$ cat config.mk
export PLATFORM = sky130hd
export DESIGN_NAME = config_store
export DESIGN_NICKNAME = d
export VERILOG_FILES = /design/src/rtl/cfg_pkg.sv /design/src/rtl/sat_counter.sv /design/src/rtl/config_store.sv
export SDC_FILE = /design/constraint.sdc
export NUM_CORES = 1
export LEC_CHECK = 0
export CORE_MARGIN = 1
export CORE_UTILIZATION = 40
export DETAILED_ROUTE_END_ITERATION = 10
export DONT_BUFFER_PORTS = 1
export SETUP_SLACK_MARGIN = 0.2
export SLEW_MARGIN = 30
export SYNTH_ARGS = -nofsm -noshare
export SYNTH_HDL_FRONTEND = slang
export SYNTH_SLANG_ARGS = --single-unit
$ cat constraint.sdc
create_clock -name clk -period 5.7 [get_ports clk]
set_clock_uncertainty 0.2 [all_clocks]
set_input_delay 1.14 -clock clk [delete_from_list [all_inputs] [get_ports clk]]
set_output_delay 1.14 -clock clk [all_outputs]
set_load 0.05 [all_outputs]
$ cat src/rtl/cfg_pkg.sv
// Shared definitions for the configuration-write path between ControlUnit and config_store.
// Word width, FSM state encoding and debug/settle counter widths live here.
package cfg_pkg;

   localparam int CFG_WIDTH = 35;
   localparam int DBG_W     = 2;
   localparam int SETTLE_W  = 8;

   typedef enum logic [DBG_W-1:0] {
      ST_EMPTY   = 2'd0,
      ST_IDLE    = 2'd1,
      ST_PENDING = 2'd2
   } state_t;

endpackage

$ cat src/rtl/sat_counter.sv
// Up-counter that sticks at all-ones instead of wrapping.
module sat_counter #(
   parameter int CNT_W = 8
) (
   input  logic             clk,
   input  logic             arst,
   input  logic             inc,
   output logic [CNT_W-1:0] count
);

   logic [CNT_W-1:0] count_q;
   logic [CNT_W-1:0] count_d;

   always_comb begin
      count_d = count_q;
      if (inc && (count_q != {CNT_W{1'b1}})) begin
         count_d = count_q + CNT_W'(1);
      end
   end

   always_ff @(posedge clk or posedge arst) begin
      if (arst) begin
         count_q <= '0;
      end else begin
         count_q <= count_d;
      end
   end

   assign count = count_q;

endmodule

$ cat src/rtl/config_store.sv
// Shadow-then-commit configuration register: write bursts coalesce into one commit
// after SETTLE quiet cycles; the active word is served through a registered read port.
module config_store
   import cfg_pkg::*;
#(
   parameter int WIDTH  = CFG_WIDTH,
   parameter int SETTLE = 4,
   parameter int CNT_W  = 8
) (
   input  logic             clk,
   input  logic             arst,
   input  logic             write_en,
   input  logic [WIDTH-1:0] config_in,
   input  logic             rd_req,
   output logic             rd_ack,
   output logic [WIDTH-1:0] rd_data,
   output logic             rd_err,
   output logic [WIDTH-1:0] cfg_active,
   output logic             cfg_valid,
   output logic             apply_pulse,
   output logic [CNT_W-1:0] write_count,
   output logic [DBG_W-1:0] dbg_state
);

   localparam logic [SETTLE_W-1:0] SETTLE_LOAD = SETTLE_W'(SETTLE - 1);

   state_t              state_q,   state_d;
   logic [SETTLE_W-1:0] cnt_q,     cnt_d;
   logic [WIDTH-1:0]    shadow_q,  shadow_d;
   logic [WIDTH-1:0]    active_q,  active_d;
   logic                valid_q,   valid_d;
   logic                apply_q,   apply_d;
   logic                rd_ack_q,  rd_ack_d;
   logic [WIDTH-1:0]    rd_data_q, rd_data_d;
   logic                rd_err_q,  rd_err_d;

   always_comb begin
      // NOTE: every always_comb output gets a default first so no path leaves it unassigned (no latch).
      state_d  = state_q;
      cnt_d    = cnt_q;
      shadow_d = shadow_q;
      active_d = active_q;
      valid_d  = valid_q;
      apply_d  = 1'b0;

      // A write in any state restarts the settle window, so it beats a commit at the same edge.
      if (write_en) begin
         shadow_d = config_in;
         cnt_d    = SETTLE_LOAD;
         state_d  = ST_PENDING;
      end else if (state_q == ST_PENDING) begin
         if (cnt_q != '0) begin
            cnt_d = cnt_q - 1'b1;
         end else begin
            active_d = shadow_q;
            valid_d  = 1'b1;
            apply_d  = 1'b1;
            state_d  = ST_IDLE;
         end
      end
   end

   // Reads sample the pre-edge active word and valid flag, so a coincident commit is not visible.
   always_comb begin
      rd_ack_d  = rd_req;
      rd_data_d = rd_data_q;
      rd_err_d  = 1'b0;
      if (rd_req) begin
         rd_data_d = active_q;
         rd_err_d  = ~valid_q;
      end
   end

   always_ff @(posedge clk or posedge arst) begin
      if (arst) begin
         state_q   <= ST_EMPTY;
         cnt_q     <= '0;
         shadow_q  <= '0;
         active_q  <= '0;
         valid_q   <= 1'b0;
         apply_q   <= 1'b0;
         rd_ack_q  <= 1'b0;
         rd_data_q <= '0;
         rd_err_q  <= 1'b0;
      end else begin
         // NOTE: non-blocking assignments so every flop samples pre-edge values regardless of order.
         state_q   <= state_d;
         cnt_q     <= cnt_d;
         shadow_q  <= shadow_d;
         active_q  <= active_d;
         valid_q   <= valid_d;
         apply_q   <= apply_d;
         rd_ack_q  <= rd_ack_d;
         rd_data_q <= rd_data_d;
         rd_err_q  <= rd_err_d;
      end
   end

   sat_counter #(
      .CNT_W(CNT_W)
   ) u_write_count (
      .clk  (clk),
      .arst (arst),
      .inc  (write_en),
      .count(write_count)
   );

   assign cfg_active  = active_q;
   assign cfg_valid   = valid_q;
   assign apply_pulse = apply_q;
   assign rd_ack      = rd_ack_q;
   assign rd_data     = rd_data_q;
   assign rd_err      = rd_err_q;
   assign dbg_state   = state_q;

endmodule

* After elaboration in Yosys (flattened, before gate mapping)
Cells that the tools add are included.
** Word-level totals
- Output and inout bits :: 84
- Bits in read-only memories :: 0
- Word-level logic and storage cells :: 35
- Bits in writable memories :: 0
- Latch bits :: 0
- Memories :: 0
- Bits of input ports :: 39
- Flip-flop bits (word level) :: 127
** Cells by class
- Multiplexer cells :: 10
- Equal/unequal tests :: 3
- Add/sub/neg operators :: 2
- Reductions and logical operators :: 7
- Bitwise operators :: 3
- $mul :: 0
- $lt $le $gt $ge :: 0
- Div/mod/pow operators :: 0
- Shift-type cells :: 0
** Operators with widths (number)
- $mux W8 :: 3
- $add A8 B1 Y8 const B :: 1
- $ne A8 B8 Y1 const B :: 1
- $reduce_bool A8 Y1 :: 1
- $sub A8 B1 Y8 const B :: 1
- $mux W2 :: 3
- $mux W1 :: 4
- $reduce_and A2 Y1 :: 2
- $reduce_bool A2 Y1 :: 2
- $not A1 Y1 :: 3
- $reduce_and A3 Y1 :: 1
- $eq A2 B2 Y1 const B :: 1
- $ne A2 B2 Y1 const B :: 1
- $logic_and A1 B1 Y1 :: 1

* Depth between registers and ports, before layout
- Word-level depth :: 4
- Mapped depth :: 6
- Mapped depth without buffers :: 5

* Cells and area by module
From an unflattened synthesis, not the netlist that was laid out.
** Second synthesis, totals
- Cell total of the unflattened synthesis :: 323
- Area total of the unflattened synthesis :: 5101.1 um^2
** By module, submodules not included
- config_store :: sequential area each 2977.9 um^2, instances 1, cells an instance 285, area an instance 4682.0 um^2
- sat_counter :: sequential area each 200.2 um^2, instances 1, cells an instance 38, area an instance 419.2 um^2

* Worst setup path after synthesis
OpenSTA, ideal clock, no wires.
- Kind :: in2reg
- Start :: input write_en
- End :: register active_q[10], in the netlist cfg_active[10]
- Slack :: 3.079 ns
- Arrival time :: 2.295 ns
- Setup time :: 0.125 ns
- Buffers on the path :: 2
- Cell stages on the path :: 5
- Data required time :: 5.375 ns
- Cells stage by stage :: clkbuf_1 nor3b_1 nand3_4 buf_6 mux2_4
** Between the ends
- Word-level cells in the longest chain between the ends :: 2
** RTL lines
- start: declaration :: line config_store.sv:12 : input logic write_en,
- $not A1 Y1 (no source line)
- $reduce_and A3 Y1 (no source line)
- end signal: assignment :: line config_store.sv:90 : active_q <= active_d;
- end: declaration :: line config_store.sv:30 : logic [WIDTH-1:0] active_q, active_d;
No other way between the ends.
A chain may end at the register's enable or synchronous reset.

* Final worst setup path
- Start :: register cnt_q[0]
- End :: register active_q[25], in the netlist cfg_active[25]
** Between the ends
- Word-level cells in the longest chain between the ends :: 3
** RTL lines
- start: declaration :: line config_store.sv:28 : logic [SETTLE_W-1:0] cnt_q, cnt_d;
- start signal: assignment :: line config_store.sv:88 : cnt_q <= cnt_d;
- $reduce_bool A8 Y1 :: line config_store.sv:52 : if (cnt_q != '0) begin
- $not A1 Y1 (no source line)
- $reduce_and A3 Y1 (no source line)
No other way between the ends.

==> flow_metrics.tcl <==
set metrics [dict create \
    status "completed" \
    peakVddDrop_mv 0.356 \
    cts_tree "built" \
    routedWlPerCell_um 17.9 \
    ys_ff_latch 127 \
    cts-buffers-inserted 17 \
    ys_seq_area_share_pct 62.7 \
    io_pins 123 \
    hold_ws_ns 0.295 \
    yosys.area.top_type "dfrtp_1" \
    dr.pass1.iters 4 \
    synth_flop_cell "dfrtp_1" \
    antenna_cells 0 \
    rows 40 \
    grt_pass1_wl_um 14200 \
    routabilityCongestion 0.692 \
    finalCritPeriodShare_pct 49.9 \
    cts_resized 0 \
    netlist_top_cells_count "dfrtp_1, mux2_2, mux2_4, a21oi_1, clkbuf_1" \
    drv_cap 0 \
    crit_required_ns 5.79 \
    via_per_inst 5.17 \
    wirelength_um 9100 \
    finalSetupViolCount 0 \
    start_util_pct 41.6 \
    rsz0062_at_grt "false" \
    dpl.cell_count 478 \
    cp_max_fo 37 \
    max_freq_mhz 352 \
    met2RoutedLength_um 4180 \
    syn-cell-area_mm2 0.00506 \
    die-height_um 115 \
    synth_edf_count 0 \
    critPathArrivalTime_ns 2.93 \
    num_vias 2629 \
    crit_type "reg2reg" \
    setup_ws_ns 2.86 \
    post_cts_buffers 0 \
    layout.cells.non_filler 509 \
    endpoint_kind "flip-flop" \
    io_buffers 0 \
    finalHoldViolations 0 \
    syn_area_per_cell_um2 15.7 \
    drive_above_1_share_pct 42.2 \
    synth_cell_types 38 \
    dp_worst_setup_slack_ns 2.71 \
    dieWidth_um 115 \
    dr.max_layer_used "met4" \
    drtAntennaViolNets 0 \
    die_area_mm2 0.0131 \
    wl_met1_um 4070 \
    dpl.hpwl_um 5750 \
    antenna_found_initial 0 \
    hold_buffers 0 \
    synth_area_leaders "dfrtp_1, mux2_2, mux2_4, a21oi_1, buf_6" \
    cts_root_buffer "clkbuf_16" \
    p_leak_nw 2.68 \
    clock_sinks 127 \
    ys_async_sr_fraction_pct 100 \
    period_needed_ns 2.84 \
    clk_path_buf_depth 2 \
    synthDominantCellAreaShare_pct 62.7 \
    grt_pass1_vias 2723 \
    cts.htree.levels 4 \
    drc 0 \
    gr-total-overflow 0 \
    grt_usage_pct 14.7 \
    finalNetCount 370 \
    startpoint_type "flip-flop" \
    dr.first_iter.drc_count 112 \
    worst_pin_slew_ns 0.761 \
    clk_pin_slew_worst_paths_ns 0.05 \
    synth_most_common_cell "dfrtp_1" \
    ys_warn_count 0 \
    core_area_mm2 0.0122 \
    relSlewSlack_pct 49.2 \
    area_growth_pct 14.6 \
    syn_inst 322 \
    grt_max_degree 86 \
    hp-class "reg2reg" \
    syn_nets 363 \
    setup_tns_ns 0 \
    dr_wl_met3_um 689 \
    insertion_delay_ns 0.41 \
    fillCellCount 1077 \
    slew_viol_final 0 \
    power.density_mw_per_mm2 667 \
]
## layout by cell type, fill, tap and decap left out, drive strengths merged
master | Yosys | routed
a2111o | 1 | 1
a211o | 1 | 1
a21o | 1 | 1
a21oi | 9 | 9
a31oi | 1 | 1
and3 | 1 | 1
and4 | 2 | 2
buf | 5 | 1
bufinv | 0 | 1
clkbuf | 8 | 27
clkinv | 0 | 2
clkinvlp | 0 | 1
dfrtp | 127 | 127
ha | 2 | 2
inv | 7 | 7
mux2 | 109 | 109
mux2i | 2 | 2
nand2 | 3 | 3
nand2b | 3 | 3
nand3 | 4 | 4
nand3b | 2 | 2
nand4 | 2 | 2
nor2 | 6 | 6
nor2b | 3 | 3
nor3 | 4 | 4
nor3b | 1 | 1
nor4b | 1 | 1
o2111ai | 1 | 1
o211ai | 1 | 1
o21a | 1 | 1
o21ai | 4 | 4
o31ai | 1 | 1
or2 | 1 | 1
or3 | 1 | 1
or4 | 4 | 4
or4b | 1 | 1
xnor2 | 2 | 2
## metal layers
layer | GRT usage, % | vias up
met1 | 18.4 | 1357
met5 | 0 | -
met2 | 21.3 | 89
li1 | - | 1169
met4 | 7.01 | 0
met3 | 7.31 | 14
## state kept, by name (all words and copies together), names as in the netlist
register,cells
cfg_valid,1
cfg_active,35
apply_pulse,1
rd_err,1
u_write_count.count,8
cnt_q,8
rd_ack,1
shadow_q,35
dbg_state,2
rd_data,35
## final cells by class
class                           instances  area [um2]  share of cell area, %
Clock buffer                           27         543                   9.35
Clock inverter                          4        47.5                  0.819
Inverter                                7        31.3                  0.539
Multi-Input combinational cell        175        1790                   30.8
Sequential cell                       127        3180                   54.7
Tap cell                              168         210                   3.62
Timing Repair Buffer                    1        7.51                  0.129
## final timing paths
check,from,end,slack (ns),depth (start not counted)
max,cnt_q[0]$_DFFE_PP0P_,cfg_active[25]$_DFFE_PP0P_,2.86,5
min,shadow_q[2]$_DFFE_PP0P_,cfg_active[2]$_DFFE_PP0P_,0.30,1
max reg2reg,cnt_q[0]$_DFFE_PP0P_,cfg_active[25]$_DFFE_PP0P_,2.86,5
min reg2reg,shadow_q[2]$_DFFE_PP0P_,cfg_active[2]$_DFFE_PP0P_,0.30,1
max in group asynchronous,arst,u_write_count.count[6]$_DFFE_PP0P_,3.73,2
min in group asynchronous,arst,shadow_q[4]$_DFFE_PP0P_,0.51,1
## cell families (layout without fill, tap and decap cells)
| kind of cell | after synthesis | in the layout | synth area share, % |
|---|---|---|---|
| adders and majority gates | 2 | 2 | 0.494 |
| muxes | 111 | 111 | 26.7 |
| AOI/OAI and AO/OA | 21 | 21 | 2.57 |
| DFF | 127 | 127 | 62.7 |
| buffers and inverters | 20 | 39 | 1.93 |
| xor gates and xnor gates | 2 | 2 | 0.346 |
| and+or+nand+nor | 39 | 39 | 5.21 |
## stage by stage
step | total power, mW | area [um2] | utilization, %
final | 3.87 | 5810 | 47.7
after CTS | 3.91 | 5810 | 47.7
after global placement | 2.82 | 5210 | 42.9
after floorplan | 2.72 | 5060 | -
after global routing | 4.04 | 5810 | 47.7
after detailed placement | 2.85 | 5220 | 42.9
## worst max-delay path: stages (launching register included)
cell     delay, ns
dfrtp_1       0.39
inv_1         0.08
ha_1          0.21
nor4b_4       0.55
nand3_4       0.73
mux2_4        0.53
## power breakdown
group / internal, mW / total, mW / switching, mW
Clock: 0.689 / 1.05 / 0.359
Sequential: 1.17 / 2.34 / 1.16
Combinational: 0.327 / 0.485 / 0.158
Note: power is estimated with default switching activity, not from simulation.
